===== config.mk =====
export PLATFORM = sky130hd
export DESIGN_NAME = decode_stage_q
export DESIGN_NICKNAME = d
export VERILOG_FILES = /design/src/rtl/decode_pkg.sv /design/src/rtl/decode_fifo.sv /design/src/rtl/decode_stage_q.sv
export SDC_FILE = /design/constraint.sdc
export NUM_CORES = 1
export LEC_CHECK = 0
export BUFFER_PORTS_ARGS = -buffer_cell sky130_fd_sc_hd__buf_4
export CORE_ASPECT_RATIO = 1.1
export CORE_MARGIN = 3
export CORE_UTILIZATION = 43
export DETAILED_ROUTE_END_ITERATION = 8
export PLACE_DENSITY = 0.74
export SLEW_MARGIN = 20
export SYNTH_ARGS = -nofsm -noshare
export SYNTH_HDL_FRONTEND = slang
export SYNTH_HIERARCHICAL = 1
export SYNTH_SLANG_ARGS = --single-unit

===== constraint.sdc =====
create_clock -name clock -period 6.2 [get_ports clock]
set_clock_uncertainty 0.2 [all_clocks]
set_input_delay 1.24 -clock clock [delete_from_list [all_inputs] [get_ports clock]]
set_output_delay 1.24 -clock clock [all_outputs]
set_load 0.03 [all_outputs]

===== src/rtl/decode_pkg.sv =====
// Shared decode definitions for decode_stage_q: opcode groups, control encodings
// and the pure opcode -> control decode function.
package decode_pkg;

  localparam logic [1:0] OPG_BR  = 2'b00;
  localparam logic [1:0] OPG_ALU = 2'b01;
  localparam logic [1:0] OPG_LD  = 2'b10;
  localparam logic [1:0] OPG_ST  = 2'b11;

  localparam logic [1:0] W_SRC_ALU = 2'd0;
  localparam logic [1:0] W_SRC_MEM = 2'd1;
  localparam logic [1:0] W_SRC_PC  = 2'd2;

  typedef struct packed {
    logic [1:0] alu;
    logic [1:0] pcsel1;
    logic       pcsel2;
    logic       op2sel;
  } e_ctrl_t;

  typedef struct packed {
    e_ctrl_t    e;
    logic       mem;
    logic [1:0] w;
  } dec_t;

  // op is the 4-bit opcode, imm_bit is instr[5] (register/immediate select).
  function automatic dec_t decode_op(input logic [3:0] op, input logic imm_bit);
    dec_t d;
    d = '0;
    case (op[1:0])
      OPG_BR: begin
        case (op[3:2])
          2'b00: begin
            d.e.pcsel1 = 2'd1;
            d.e.pcsel2 = 1'b1;
          end
          2'b11: d.e.pcsel1 = 2'd3;
          default: ;
        endcase
      end
      OPG_ALU: begin
        d.e.op2sel = ~imm_bit;
        d.e.alu    = (op[3:2] == 2'b11) ? 2'd0 : op[3:2];
      end
      default: begin
        if (op[3:2] == 2'b01) begin
          d.e.pcsel1 = 2'd2;
        end else begin
          d.e.pcsel1 = 2'd1;
          d.e.pcsel2 = 1'b1;
        end
        d.mem = (op[3:2] == 2'b10);
        if (op[1:0] == OPG_LD)
          d.w = (op[3:2] == 2'b11) ? W_SRC_PC : W_SRC_MEM;
        else
          d.w = W_SRC_ALU;
      end
    endcase
    return d;
  endfunction

endpackage


===== src/rtl/decode_fifo.sv =====
// Circular buffer of DEPTH entries (power of two) with occupancy count and flush.
module decode_fifo #(
  parameter int DATA_W = 32,
  parameter int DEPTH  = 4,
  localparam int PTR_W = $clog2(DEPTH),
  localparam int CNT_W = $clog2(DEPTH + 1)
) (
  input  logic              clk,
  input  logic              rst,
  input  logic              flush,
  input  logic              push,
  input  logic              pop,
  input  logic [DATA_W-1:0] din,
  output logic [DATA_W-1:0] dout,
  output logic [CNT_W-1:0]  count,
  output logic              full,
  output logic              empty
);

  logic [DATA_W-1:0] r_mem [DEPTH];
  logic [PTR_W-1:0]  r_wr_ptr;
  logic [PTR_W-1:0]  r_rd_ptr;
  logic [CNT_W-1:0]  r_count;

  always_ff @(posedge clk) begin
    if (rst || flush) begin
      r_wr_ptr <= '0;
      r_rd_ptr <= '0;
      r_count  <= '0;
    end else begin
      if (push) r_wr_ptr <= r_wr_ptr + PTR_W'(1);
      if (pop)  r_rd_ptr <= r_rd_ptr + PTR_W'(1);
      case ({push, pop})
        2'b10:   r_count <= r_count + CNT_W'(1);
        2'b01:   r_count <= r_count - CNT_W'(1);
        default: r_count <= r_count;
      endcase
    end
  end

  // Storage carries no reset; only the pointers/count define what is valid.
  always_ff @(posedge clk) begin
    if (push && !flush) r_mem[r_wr_ptr] <= din;
  end

  assign dout  = r_mem[r_rd_ptr];
  assign count = r_count;
  assign full  = (r_count == CNT_W'(DEPTH));
  assign empty = (r_count == '0);

endmodule


===== src/rtl/decode_stage_q.sv =====
// Queued LC-3 decode stage: instruction FIFO feeding a registered decode slot.
// Optional macro DECODE_BYPASS_EN decodes straight into the slot when the queue is empty.
module decode_stage_q
  import decode_pkg::*;
#(
  parameter int INSTR_W = 16,
  parameter int PC_W    = 16,
  parameter int DEPTH   = 4,
  localparam int CNT_W  = $clog2(DEPTH + 1)
) (
  input  logic               clock,
  input  logic               reset,
  input  logic               in_valid,
  output logic               in_ready,
  input  logic [INSTR_W-1:0] in_instr,
  input  logic [PC_W-1:0]    in_npc,
  input  logic               flush,
  output logic               out_valid,
  input  logic               out_ready,
  output logic [INSTR_W-1:0] IR,
  output logic [PC_W-1:0]    npc_out,
  output logic [5:0]         E_Control,
  output logic               Mem_Control,
  output logic [1:0]         W_Control,
  output logic [CNT_W-1:0]   occupancy
);

  logic               w_full;
  logic               w_empty;
  logic [CNT_W-1:0]   w_count;
  logic [INSTR_W-1:0] w_head_instr;
  logic [PC_W-1:0]    w_head_npc;
  logic               w_accept;
  logic               w_slot_free;
  logic               w_bypass;
  logic               w_push;
  logic               w_pop;
  logic               w_load;
  logic [INSTR_W-1:0] w_src_instr;
  logic [PC_W-1:0]    w_src_npc;
  dec_t               w_dec;

  logic               r_vld_p1;
  logic [INSTR_W-1:0] r_ir_p1;
  logic [PC_W-1:0]    r_npc_p1;
  e_ctrl_t            r_e_p1;
  logic               r_mem_p1;
  logic [1:0]         r_w_p1;

  // A full queue refuses input even if the head pops this cycle.
  assign in_ready    = !w_full && !reset;
  assign w_accept    = in_valid && in_ready && !flush;
  assign w_slot_free = !r_vld_p1 || out_ready;

`ifdef DECODE_BYPASS_EN
  assign w_bypass = w_accept && w_empty && w_slot_free;
`else
  assign w_bypass = 1'b0;
`endif

  assign w_push = w_accept && !w_bypass;
  assign w_pop  = w_slot_free && !w_empty && !flush;
  assign w_load = w_pop || w_bypass;

  assign w_src_instr = w_bypass ? in_instr : w_head_instr;
  assign w_src_npc   = w_bypass ? in_npc   : w_head_npc;
  assign w_dec       = decode_op(w_src_instr[INSTR_W-1 -: 4], w_src_instr[5]);

  decode_fifo #(
    .DATA_W (INSTR_W + PC_W),
    .DEPTH  (DEPTH)
  ) u_fifo (
    .clk   (clock),
    .rst   (reset),
    .flush (flush),
    .push  (w_push),
    .pop   (w_pop),
    .din   ({in_instr, in_npc}),
    .dout  ({w_head_instr, w_head_npc}),
    .count (w_count),
    .full  (w_full),
    .empty (w_empty)
  );

  // ---- stage p1: registered decode slot ----
  always_ff @(posedge clock) begin
    if (reset) begin
      r_vld_p1 <= 1'b0;
      r_ir_p1  <= '0;
      r_npc_p1 <= '0;
      r_e_p1   <= '0;
      r_mem_p1 <= 1'b0;
      r_w_p1   <= '0;
    end else if (flush) begin
      r_vld_p1 <= 1'b0;
    end else if (w_load) begin
      r_vld_p1 <= 1'b1;
      r_ir_p1  <= w_src_instr;
      r_npc_p1 <= w_src_npc;
      r_e_p1   <= w_dec.e;
      r_mem_p1 <= w_dec.mem;
      r_w_p1   <= w_dec.w;
    end else if (out_ready) begin
      r_vld_p1 <= 1'b0;
    end
  end

  assign out_valid   = r_vld_p1;
  assign IR          = r_ir_p1;
  assign npc_out     = r_npc_p1;
  assign E_Control   = r_e_p1;
  assign Mem_Control = r_mem_p1;
  assign W_Control   = r_w_p1;
  assign occupancy   = w_count;

endmodule


; ---- After elaboration in Yosys (flattened, before gate mapping)
; Memories as Yosys holds them, arrays and structs flattened. A register that Yosys moved wholly into a read port is not among the register bits.
; Index checks and enable logic that the tools add are counted.
[word_totals]
word_cells = 66
memories = 1
ram_bits = 128
out_inout_bits = 46
ff_bits = 49
[memory_table]
columns = name, depth, word_bits, rd, rd_ports_with_merged_regs, wr, line_no
row1 = u_fifo.r_mem, 4, 32, 1, 1, 1, decode_fifo.sv:20  ; logic [DATA_W-1:0] r_mem [DEPTH];
[classes]
n_reduce_logical = 21
n_bitwise = 2
n_addsub = 4
muxes = 18
eq_ne = 8
[ops]
columns = cell, count
row1 = $mux W2, 7
row2 = $pmux W3 S2, 2
row3 = $eq A2 B2 Y1 const B, 4
row4 = $mux W1, 7
row5 = $eq A2 B1 Y1 const B, 3
row6 = $logic_and A1 B1 Y1, 6
row7 = $logic_not A1 Y1, 5
row8 = $add A2 B1 Y2 const B, 2
row9 = $logic_not A2 Y1, 2
row10 = $pmux W2 S2, 1
row11 = $reduce_bool A2 Y1, 2
row12 = $reduce_or A2 Y1, 2
row13 = $add A3 B1 Y3 const B, 1
row14 = $eq A3 B3 Y1 const B, 1
row15 = $logic_not A3 Y1, 1
row16 = $mux W3, 1
row17 = $sub A3 B1 Y3 const B, 1
row18 = $logic_or A1 B1 Y1, 2
row19 = $not A1 Y1, 2
row20 = $reduce_and A2 Y1, 1

; ---- Longest topological paths before layout
; Gate-level depths: netlist of the first run.
[depth]
word_depth = 8
depth_mapped = 10

; ---- Hierarchy
; The synthesis of the first run kept the hierarchy.
[by_module_without_submodules]
columns = mod, instances, seq_area_each_um2, area_per_inst_um2, cells_each
row1 = decode_fifo, 1, 4023.9, 5102.4, 216
row2 = decode_stage_q, 1, 840.8, 1762.9, 210

; ---- Least setup slack after synthesis of the first run
; OpenSTA, ideal clock, no wires.
[synth_timing]
path_kind = input to register
startpoint = in reset
endpoint = mem u_fifo.r_mem[0][0] (enable)
setup_slack_ps = 2583
required_time_ps = 5608
setup_ps = 392
path_buffers = 1
t_arrival_ps = 3025
path_stages = 5
cell_sequence = clkbuf_1 > nor4b_1 > inv_1 > nor2_1 > and2_1
[synth_between]
elab_chain_len = 7
[synth_lines]
columns = element, line_no
row1 = from (decl), decode_stage_q.sv:12  ; input logic reset,
row2 = $logic_not A1 Y1, decode_stage_q.sv:51  ; assign in_ready = !w_full && !reset;
row3 = $logic_and A1 B1 Y1, decode_stage_q.sv:51
row4 = $logic_and A1 B1 Y1 (2 in a row), decode_stage_q.sv:52  ; assign w_accept = in_valid && in_ready && !flush;
row5 = net w_accept, decode_stage_q.sv:33  ; logic w_accept;
row6 = $logic_and A1 B1 Y1, decode_fifo.sv:43  ; if (push && !flush) r_mem[r_wr_ptr] <= din;
row7 = $mux W1, decode_fifo.sv:43
row8 = $mux W1 (not written as such), decode_fifo.sv:43
row9 = to (decl), decode_fifo.sv:20
; The timed path passes the listed nets, and every way through them passes these cells.

; ---- Worst setup path in the final report of the first run
[layout_timing]
startpoint = in reset
endpoint = mem u_fifo.r_mem[3][9] (enable)
; The elaborated chain is that of the path after synthesis.

==> flow_summary.toml, run 1 <==
[place]
gp_congestion = 0.741
dp_slack_ns = 2.25
port_buffers = 82
dp_hpwl_um = 8220

[global_route]
grt-ovfl-total = 0
grt_pass1_wl_um = 21100
grt_max_degree = 46
grt_usage = 0.156
antenna_found_initial = 0
grt_pass1_vias = 3899

[min_path]
worstHoldPathType = "flip-flop to flip-flop"
hold_depth = 2
min_from = "npc_out[1]"
hold_path_end = "npc_out[1]"

[sta]
setup_viol_count_final = 0
fin_setup_tns_ns = 0
rsz0062_at_grt = "false"
period_minus_slack_ns = 3.58
post-route-period-util = 0.577
holdWs_ns = 0.283
hold_violations = 0
slew_viol_final = 0
timing.final.ws_setup_ns = 2.62
relSlewSlack = 0.347
fmax_ghz = 0.280
worst_pin_slew_ns = 0.977

[finish]
layout_commonest_cell = "edfxtp_1"
fin_nets = 548
syn2layout_area_growth_pct = 19.6
multi_input_area_um2 = 1780
nFillCells = 1200
final_cell_mix = "edfxtp_1 (128), buf_4 (85), dfxtp_1 (49)"
antenna_cells = 0
drive_above_1_share = 0.307
seqCellArea_um2 = 4870

[yosys]
synth-compound-area-share = 0.0649
avgSynthCellArea_um2 = 16.1
synth-adder-area-share = 0.0230
netlist_area_um2 = 6870
ys_ff_latch = 179
synth-simple-area-share = 0.0554
ys_warn_count = 6
ys_types = 37
synthCells = 426
ys_seq_area_frac = 0.709
synth_top_family_by_area = "multiplexers"
synth_mux_area_frac = 0.108
synth_xor_area_frac = 0.00638
synth_fp_nets = 475

[floorplan]
die_h_um = 139
row_count = 47
initial_core_util = 0.447
core_area_um2 = 15300
die_w_um = 126
die_area_um2 = 17500
io_pins = 83

[clock_network]
ctsRootBufferMaster = "clkbuf_16"
cts_hold_buffers = 0
cts_buffer_depth = 2
cts_tree = "yes"
clk_pin_slew_ns = 0.06
clk_latency_ns = 0.42
post_cts_buffers = 0
cts_htree_levels = 4
cts_resized = 0
clkSinkCount = 179
cts_buffers = 17

[detailed_routing]
ant_nets = 0
wl_per_cell_um = 19.0
dr.first_iter.drc_count = 394
routed_wl_um = 13500
num_vias = 3858
first_pass_iters = 5
vias_per_cell = 5.45
drc_errors = 0

[setup_path]
criticalPathCategory = "input port to flip-flop"
r2r_cells = 6
cp-start-kind = "input port"
timing.rr.end = "u_fifo/r_mem[3][9]"
crit_fanout = 45
arrival_ns = 3.42
r2r_setup_slack_ns = 3.03
worst-endpoint-required_ns = 6.05
worstReg2RegStart = "u_fifo/count[0]"
endpoint_kind = "flip-flop"

[pwr]
p_per_area_nw_per_um2 = 309
worst_ir_drop_vdd_mv = 0.240
p_leak_nw = 2.75

[run]
drv_cap = 0

[outcome]
status = "finished clean"
==> report_power, final <==
group / switching [mW] / total (mW) / internal, mW
logic: 0.0462 / 0.0786 / 0.0325
registers: 0.00389 / 1.29 / 1.29
clock network: 0.445 / 1.16 / 0.718
total: 0.495 / 2.53 / 2.04
==> how the worst max path moves through the flow <==
stage / start / to / slack, ns / cells after the start
global route: reset / u_fifo/r_mem[0][9] / 2.47 / 5
floorplan: reset / u_fifo/r_mem[0][0] / 2.58 / 5
detailed placement: reset / u_fifo/r_mem[3][9] / 2.25 / 5
finish: reset / u_fifo/r_mem[3][9] / 2.62 / 5
CTS: reset / u_fifo/r_mem[3][9] / 2.64 / 5
global placement: reset / u_fifo/r_mem[1][7] / 2.37 / 5
==> Yosys cell counts, drive strengths merged <==
cell	instances	area, µm²
edfxtp	128	3840
nor3b	1	7.51
a21oi	44	220
fa	1	20.0
or2	2	12.5
nand3	33	165
nand2	1	3.75
a211oi	3	22.5
inv	8	30.0
nand4b	1	8.76
clkbuf	9	37.5
nor3	3	15.0
nor2	13	51.3
nor2b	3	18.8
xor2	3	26.3
nor4b	1	8.76
dfxtp	51	1020
nand4	4	25.0
and3	1	6.26
xnor2	2	17.5
nor4	1	12.5
o21ai	39	195
ha	11	138
and2	4	25.0
mux2i	1	10.0
mux4	32	728
and2b	1	7.51
or3	1	6.26
nand2b	1	6.26
buf	22	168
o21bai	1	7.51
==> logic make-up after synthesis <==
family,after synthesis
flops,179
compound gates,87
simple gates,71
buf+inv,39
mux,33
fa+ha+maj,12
xor+xnor,5
==> critical path: stages <==
cell and delay (ns):
buf_4 0.26, nor4b_1 0.67, inv_1 0.15, nor2_1 0.26
and2_2 0.81
==> area by class of cell <==
cell class	count	area share
inverter	8	0.00366
sequential	179	0.593
timing repair buffer	85	0.0777
tap	196	0.0299
multi-input combinational	208	0.217
clock buffer	17	0.0518
clock inverter	15	0.0276
==> metal layers <==
layer / track usage / up-vias / part of all wire
li1: - / 1784 / -
met1: 0.206 / 1939 / 0.42
met2: 0.255 / 122 / 0.51
met3: 0.0440 / 13 / 0.060
met4: 0.0407 / 0 / 0.010
met5: 0 / - / 0
==> state kept, by name, summed over array words and instances, names as in the netlist, named ones only <==
name / flops
Mem_Control: 1
IR: 16
npc_out: 16
out_valid: 1
u_fifo/r_rd_ptr: 2
E_Control: 6
u_fifo/r_wr_ptr: 2
W_Control: 2
u_fifo/r_mem: 128
u_fifo/count: 3
==> per-stage QoR <==
step                      cells  power, mW  cell area, µm²   util
after floorplan             426       1.36            6870      -
after global placement      676       1.39            7560  0.492
after detailed placement    676       1.40            7560  0.492
after CTS                   708       2.55            8210  0.535
after global routing        708       2.61            8210  0.535
final                       708       2.53            8210  0.535
Note: power is estimated with default switching activity, not from simulation.
==> run 2, diff against run 1 <==
==> constraint.sdc (replaced) <==
create_clock -name clock -period 3.5 [get_ports clock]
set_clock_uncertainty 0.2 [all_clocks]
set_input_delay 0.7 -clock clock [delete_from_list [all_inputs] [get_ports clock]]
set_output_delay 0.7 -clock clock [all_outputs]
set_load 0.03 [all_outputs]
==> run 2 against run 1 <==
  * Combinational power rose by 81%
  * Hold slack worse by 0.010 ns
  * Sequential power rose by 78%
  * Setup slack worse by 1.9 ns
  * Via count increased by 0.88%
  * Final cell count increased by 0.99%
  * Largest power group unchanged
  * Highest routed layer unchanged
==> flow_summary.toml, run 2 (synthesis gave the netlist of run 1 again) <==
[outcome]
status = "finished clean"

[clock_network]
cts_htree_levels = 4
ctsRootBufferMaster = "clkbuf_16"
clkSinkCount = 179
cts_hold_buffers = 0
clk_latency_ns = 0.42
clk_pin_slew_ns = 0.07
cts_resized = 0
cts_buffer_depth = 2
post_cts_buffers = 0
cts_tree = "yes"
cts_buffers = 17

[setup_path]
worstReg2RegStart = "u_fifo/count[0]"
cp-start-kind = "flip-flop"
setup.worst_path.start = "u_fifo/count[0]"
arrival_ns = 2.71
worst-endpoint-required_ns = 3.43
critPathSlowestCell = "and2_2"
endpoint_kind = "flip-flop"
crit_path_max_incr_delay_ns = 0.52
path_cells = "inv_1 -> and3_1 -> nor4b_1 -> buf_4 -> inv_1 -> nor2_1 -> and2_2 -> buf_12"
criticalPathCategory = "flip-flop to flip-flop"
crit_fanout = 17
crit_top_cell = "inv_1"

[detailed_routing]
vias_per_cell = 5.44
ant_nets = 0
dr.first_iter.drc_count = 264
first_pass_iters = 4
drc_errors = 0
routed_wl_um = 14100
wl_per_cell_um = 19.7
num_vias = 3892

[finish]
antenna_cells = 0
seqCellArea_um2 = 4870
regMostFlops = "u_fifo/r_mem"
layout_commonest_cell = "edfxtp_1"
final_cell_mix = "edfxtp_1 (128), buf_4 (88), dfxtp_1 (49)"
final_cells = 715
fin_nets = 555
drive_above_1_share = 0.314
nFillCells = 1225
final_util = 0.539
multi_input_area_um2 = 1780
largest_reg_flops = 128
syn2layout_area_growth_pct = 20.5

[global_route]
antenna_found_initial = 0
grt_pass1_wl_um = 22600
grt_max_degree = 46
grt_usage = 0.168
grt-ovfl-total = 0
grt_pass1_vias = 3949

[sta]
rsz0062_at_grt = "false"
slew_viol_final = 0
timing.final.ws_setup_ns = 0.723
worst_pin_slew_ns = 0.913
period_minus_slack_ns = 2.78
setup_viol_count_final = 0
fin_setup_tns_ns = 0
relSlewSlack = 0.391
fmax_ghz = 0.360
post-route-period-util = 0.793
hold_violations = 0

[floorplan]
initial_core_util = 0.447
die_w_um = 126
core_area_um2 = 15300
die_h_um = 139
row_count = 47
die_area_um2 = 17500
io_pins = 83

[pwr]
p_per_area_nw_per_um2 = 528
p_leak_nw = 2.78
worst_ir_drop_vdd_mv = 0.364

[place]
dp_hpwl_um = 8910
gp_congestion = 0.743
dp_cells = 683
port_buffers = 82
dp_slack_ns = 0.441

[min_path]
min_from = "in_npc[4]"
worstHoldPathType = "input port to flip-flop"

[run]
drv_cap = 0
run 2: changes by cell type in the layout (fill, tap and decap cells not counted), sizes merged:
cell and delta:
buf +7, clkbuf +3, bufinv -2, clkinv -1, clkinvlp +1, inv -1
run 2: critical path, delay by kind of cell, from the launching register on:
kind | cells | cell delay (ns)
DFF | 1 | 0.39
and+or+nand+nor | 4 | 1.31
buffers and inverters | 4 | 0.57
run 2: layer usage:
| layer | track usage | part of all wire |
|---|---|---|
| met5 | 0 | 0 |
| met4 | 0.0525 | 0.013 |
| met3 | 0.0382 | 0.054 |
| met2 | 0.269 | 0.51 |
| met1 | 0.230 | 0.42 |
run 2: path summary, 6_finish.rpt:
kind | endpoint | slack (ns) | depth (start not counted)
hold / removal | u_fifo/r_mem[1][4] | 0.27 | 1
hold reg to reg | npc_out[9] | 0.28 | 2
setup / recovery | u_fifo/r_mem[3][22] | 0.72 | 8
setup reg to reg | u_fifo/r_mem[3][22] | 0.72 | 8
run 2: per-stage QoR:
stage	power (mW)	cell area [µm²]	hold slack [ns]
after CTS	4.41	8270	0.251
after global placement	2.47	7660	0.265
after floorplan	2.40	6870	0.285
after detailed placement	2.48	7660	0.268
after global routing	4.51	8270	0.254
final	4.37	8270	0.273
run 2: layout make-up:
| cell class | instances | share of cell area |
|---|---|---|
| well taps | 196 | 0.0296 |
| multi-input cells | 208 | 0.215 |
| clock buffers | 20 | 0.0552 |
| flip-flops and latches | 179 | 0.588 |
| repair buffers | 92 | 0.0895 |
| clock inverters | 12 | 0.0188 |
| inverters | 8 | 0.00363 |
run 2: power breakdown:
group,internal (mW),switching (mW)
combinational,0.0598,0.0827
clock,1.16,0.773
sequential,2.28,0.00757
==> run 3, diff against run 2 <==
--- a/config.mk
+++ b/config.mk
@@ -10,7 +10,7 @@
 export CORE_MARGIN = 3
 export CORE_UTILIZATION = 43
 export DETAILED_ROUTE_END_ITERATION = 8
-export PLACE_DENSITY = 0.74
+export PLACE_DENSITY = 0.76
 export SLEW_MARGIN = 20
 export SYNTH_ARGS = -nofsm -noshare
 export SYNTH_HDL_FRONTEND = slang
==> constraint.sdc (replaced) <==
create_clock -name clock -period 2.5 [get_ports clock]
set_clock_uncertainty 0.2 [all_clocks]
set_input_delay 0.5 -clock clock [delete_from_list [all_inputs] [get_ports clock]]
set_output_delay 0.5 -clock clock [all_outputs]
set_load 0.03 [all_outputs]
==> run 3 against run 2 <==
  * Setup slack lost 0.57 ns
  * Cell area grew 1.5%
  * Core utilization grew 0.78 points
  * Register-to-register slack lost 0.57 ns
  * Critical endpoint is now u_fifo/count[2]
==> flow_summary.toml, run 3 (synthesis gave the netlist of run 1 again) <==
[outcome]
status = "finished clean"

[floorplan]
initial_core_util = 0.447
row_count = 47
io_pins = 83
core_area_um2 = 15300
die_h_um = 139
die_area_um2 = 17500
die_w_um = 126

[finish]
final_cells = 726
seqCellArea_um2 = 4880
largest_reg_flops = 128
drive_above_1_share = 0.340
final_cell_mix = "edfxtp_1 (128), buf_4 (100), dfxtp_1 (46)"
regMostFlops = "u_fifo/r_mem"
nFillCells = 1176
final_area_um2 = 8390
syn2layout_area_growth_pct = 22.3
multi_input_area_um2 = 1800
layout_commonest_cell = "edfxtp_1"
fin_nets = 567
antenna_cells = 0

[sta]
fmax_ghz = 0.426
timing.final.ws_setup_ns = 0.152
hold_violations = 0
worst_pin_slew_ns = 0.527
setup_viol_count_final = 0
slew_viol_final = 0
relSlewSlack = 0.648
period_minus_slack_ns = 2.35
post-route-period-util = 0.939
rsz0062_at_grt = "false"

[clock_network]
cts_htree_levels = 4
clk_pin_slew_ns = 0.07
post_cts_buffers = 0
cts_tree = "yes"
clk_latency_ns = 0.42
cts_buffer_depth = 2
ctsRootBufferMaster = "clkbuf_16"
cts_buffers = 17
clkSinkCount = 179

[global_route]
grt_pass1_vias = 4241
antenna_found_initial = 0
grt_max_degree = 45
grt_usage = 0.176
grt-ovfl-total = 0
grt_pass1_wl_um = 23600

[detailed_routing]
wl_per_cell_um = 20.7
drc_errors = 0
vias_per_cell = 5.54
first_pass_iters = 7
ant_nets = 0
num_vias = 4022
routed_wl_um = 15000
dr.first_iter.drc_count = 369

[setup_path]
worst-endpoint-required_ns = 2.64
endpoint_kind = "flip-flop"
criticalPathCategory = "flip-flop to flip-flop"
cp-start-kind = "flip-flop"
crit_fanout = 4
arrival_ns = 2.49

[place]
place_area_um2 = 7780
dp_hpwl_um = 9600
dp_slack_ns = -0.0523
gp_congestion = 0.768
port_buffers = 82
dp_cells = 695

[pwr]
p_leak_nw = 2.85
p_per_area_nw_per_um2 = 722
worst_ir_drop_vdd_mv = 0.400

[run]
drv_cap = 0

[min_path]
worstHoldPathType = "input port to flip-flop"
-- run 3: changes by cell type in the layout (fill, tap and decap cells not counted), moves of 2 or more --
cell | previous run | this run
buf_4 | 88 | 100
clkbuf_16 | 17 | 20
dfxtp_1 | 49 | 46
dfxtp_4 | 0 | 3
bufinv_16 | 3 | 1
clkinv_4 | 0 | 2
-- run 3: worst paths after layout --
| kind | slack, ns | cells after the start | start | end |
|---|---|---|---|---|
| max | 0.15 | 10 | u_fifo/count[0] | u_fifo/count[2] |
| min | 0.07 | 1 | in_instr[14] | u_fifo/r_mem[0][30] |
| max reg2reg | 0.15 | 10 | u_fifo/count[0] | u_fifo/count[2] |
| min reg2reg | 0.28 | 2 | W_Control[1] | W_Control[1] |
-- run 3: repair_timing --
item / in CTS / in global routing
endpoints found under the setup margin: 0 / 1
hold buffers: 0 / 0
gates resized for setup: 0 / 1
-- run 3: power by group --
part	switching, mW	internal (mW)	leakage, nW
Combinational	0.121	0.0892	0.993
Clock	1.07	1.57	0.293
Sequential	0.0101	3.19	1.57
-- run 3: final cells by class --
class,count,share of cell area
Inverter,8,0.00358
Clock inverter,10,0.0112
Clock buffer,21,0.0613
Sequential cell,179,0.581
Timing Repair Buffer,104,0.0990
Tap cell,196,0.0292
Multi-Input combinational cell,208,0.215
-- run 3: critical path, stage by stage, from the launching register on --
cell,delay (ns)
dfxtp_4,0.37
inv_1,0.07
and3_1,0.20
nor4b_4,0.31
inv_1,0.10
ha_1,0.23
inv_1,0.08
fa_1,0.18
xor2_1,0.07
or3_1,0.31
a21oi_1,0.15
-- run 3: metrics by stage --
step / power [mW] / hold WS [ns] / utilization / setup TNS [ns]
after floorplan: 3.36 / 0.285 / - / 0
after global placement: 3.47 / 0.263 / 0.507 / 0
after detailed placement: 3.48 / 0.269 / 0.507 / -1.90
after CTS: 6.11 / 0.0523 / 0.546 / 0
after global routing: 6.24 / 0.0547 / 0.547 / 0
final: 6.06 / 0.0740 / 0.547 / 0
-- run 3: metal layers --
layer	global-route usage	part of all wire
met1	0.222	0.42
met2	0.293	0.51
met3	0.0486	0.055
met4	0.0599	0.016
met5	0	0
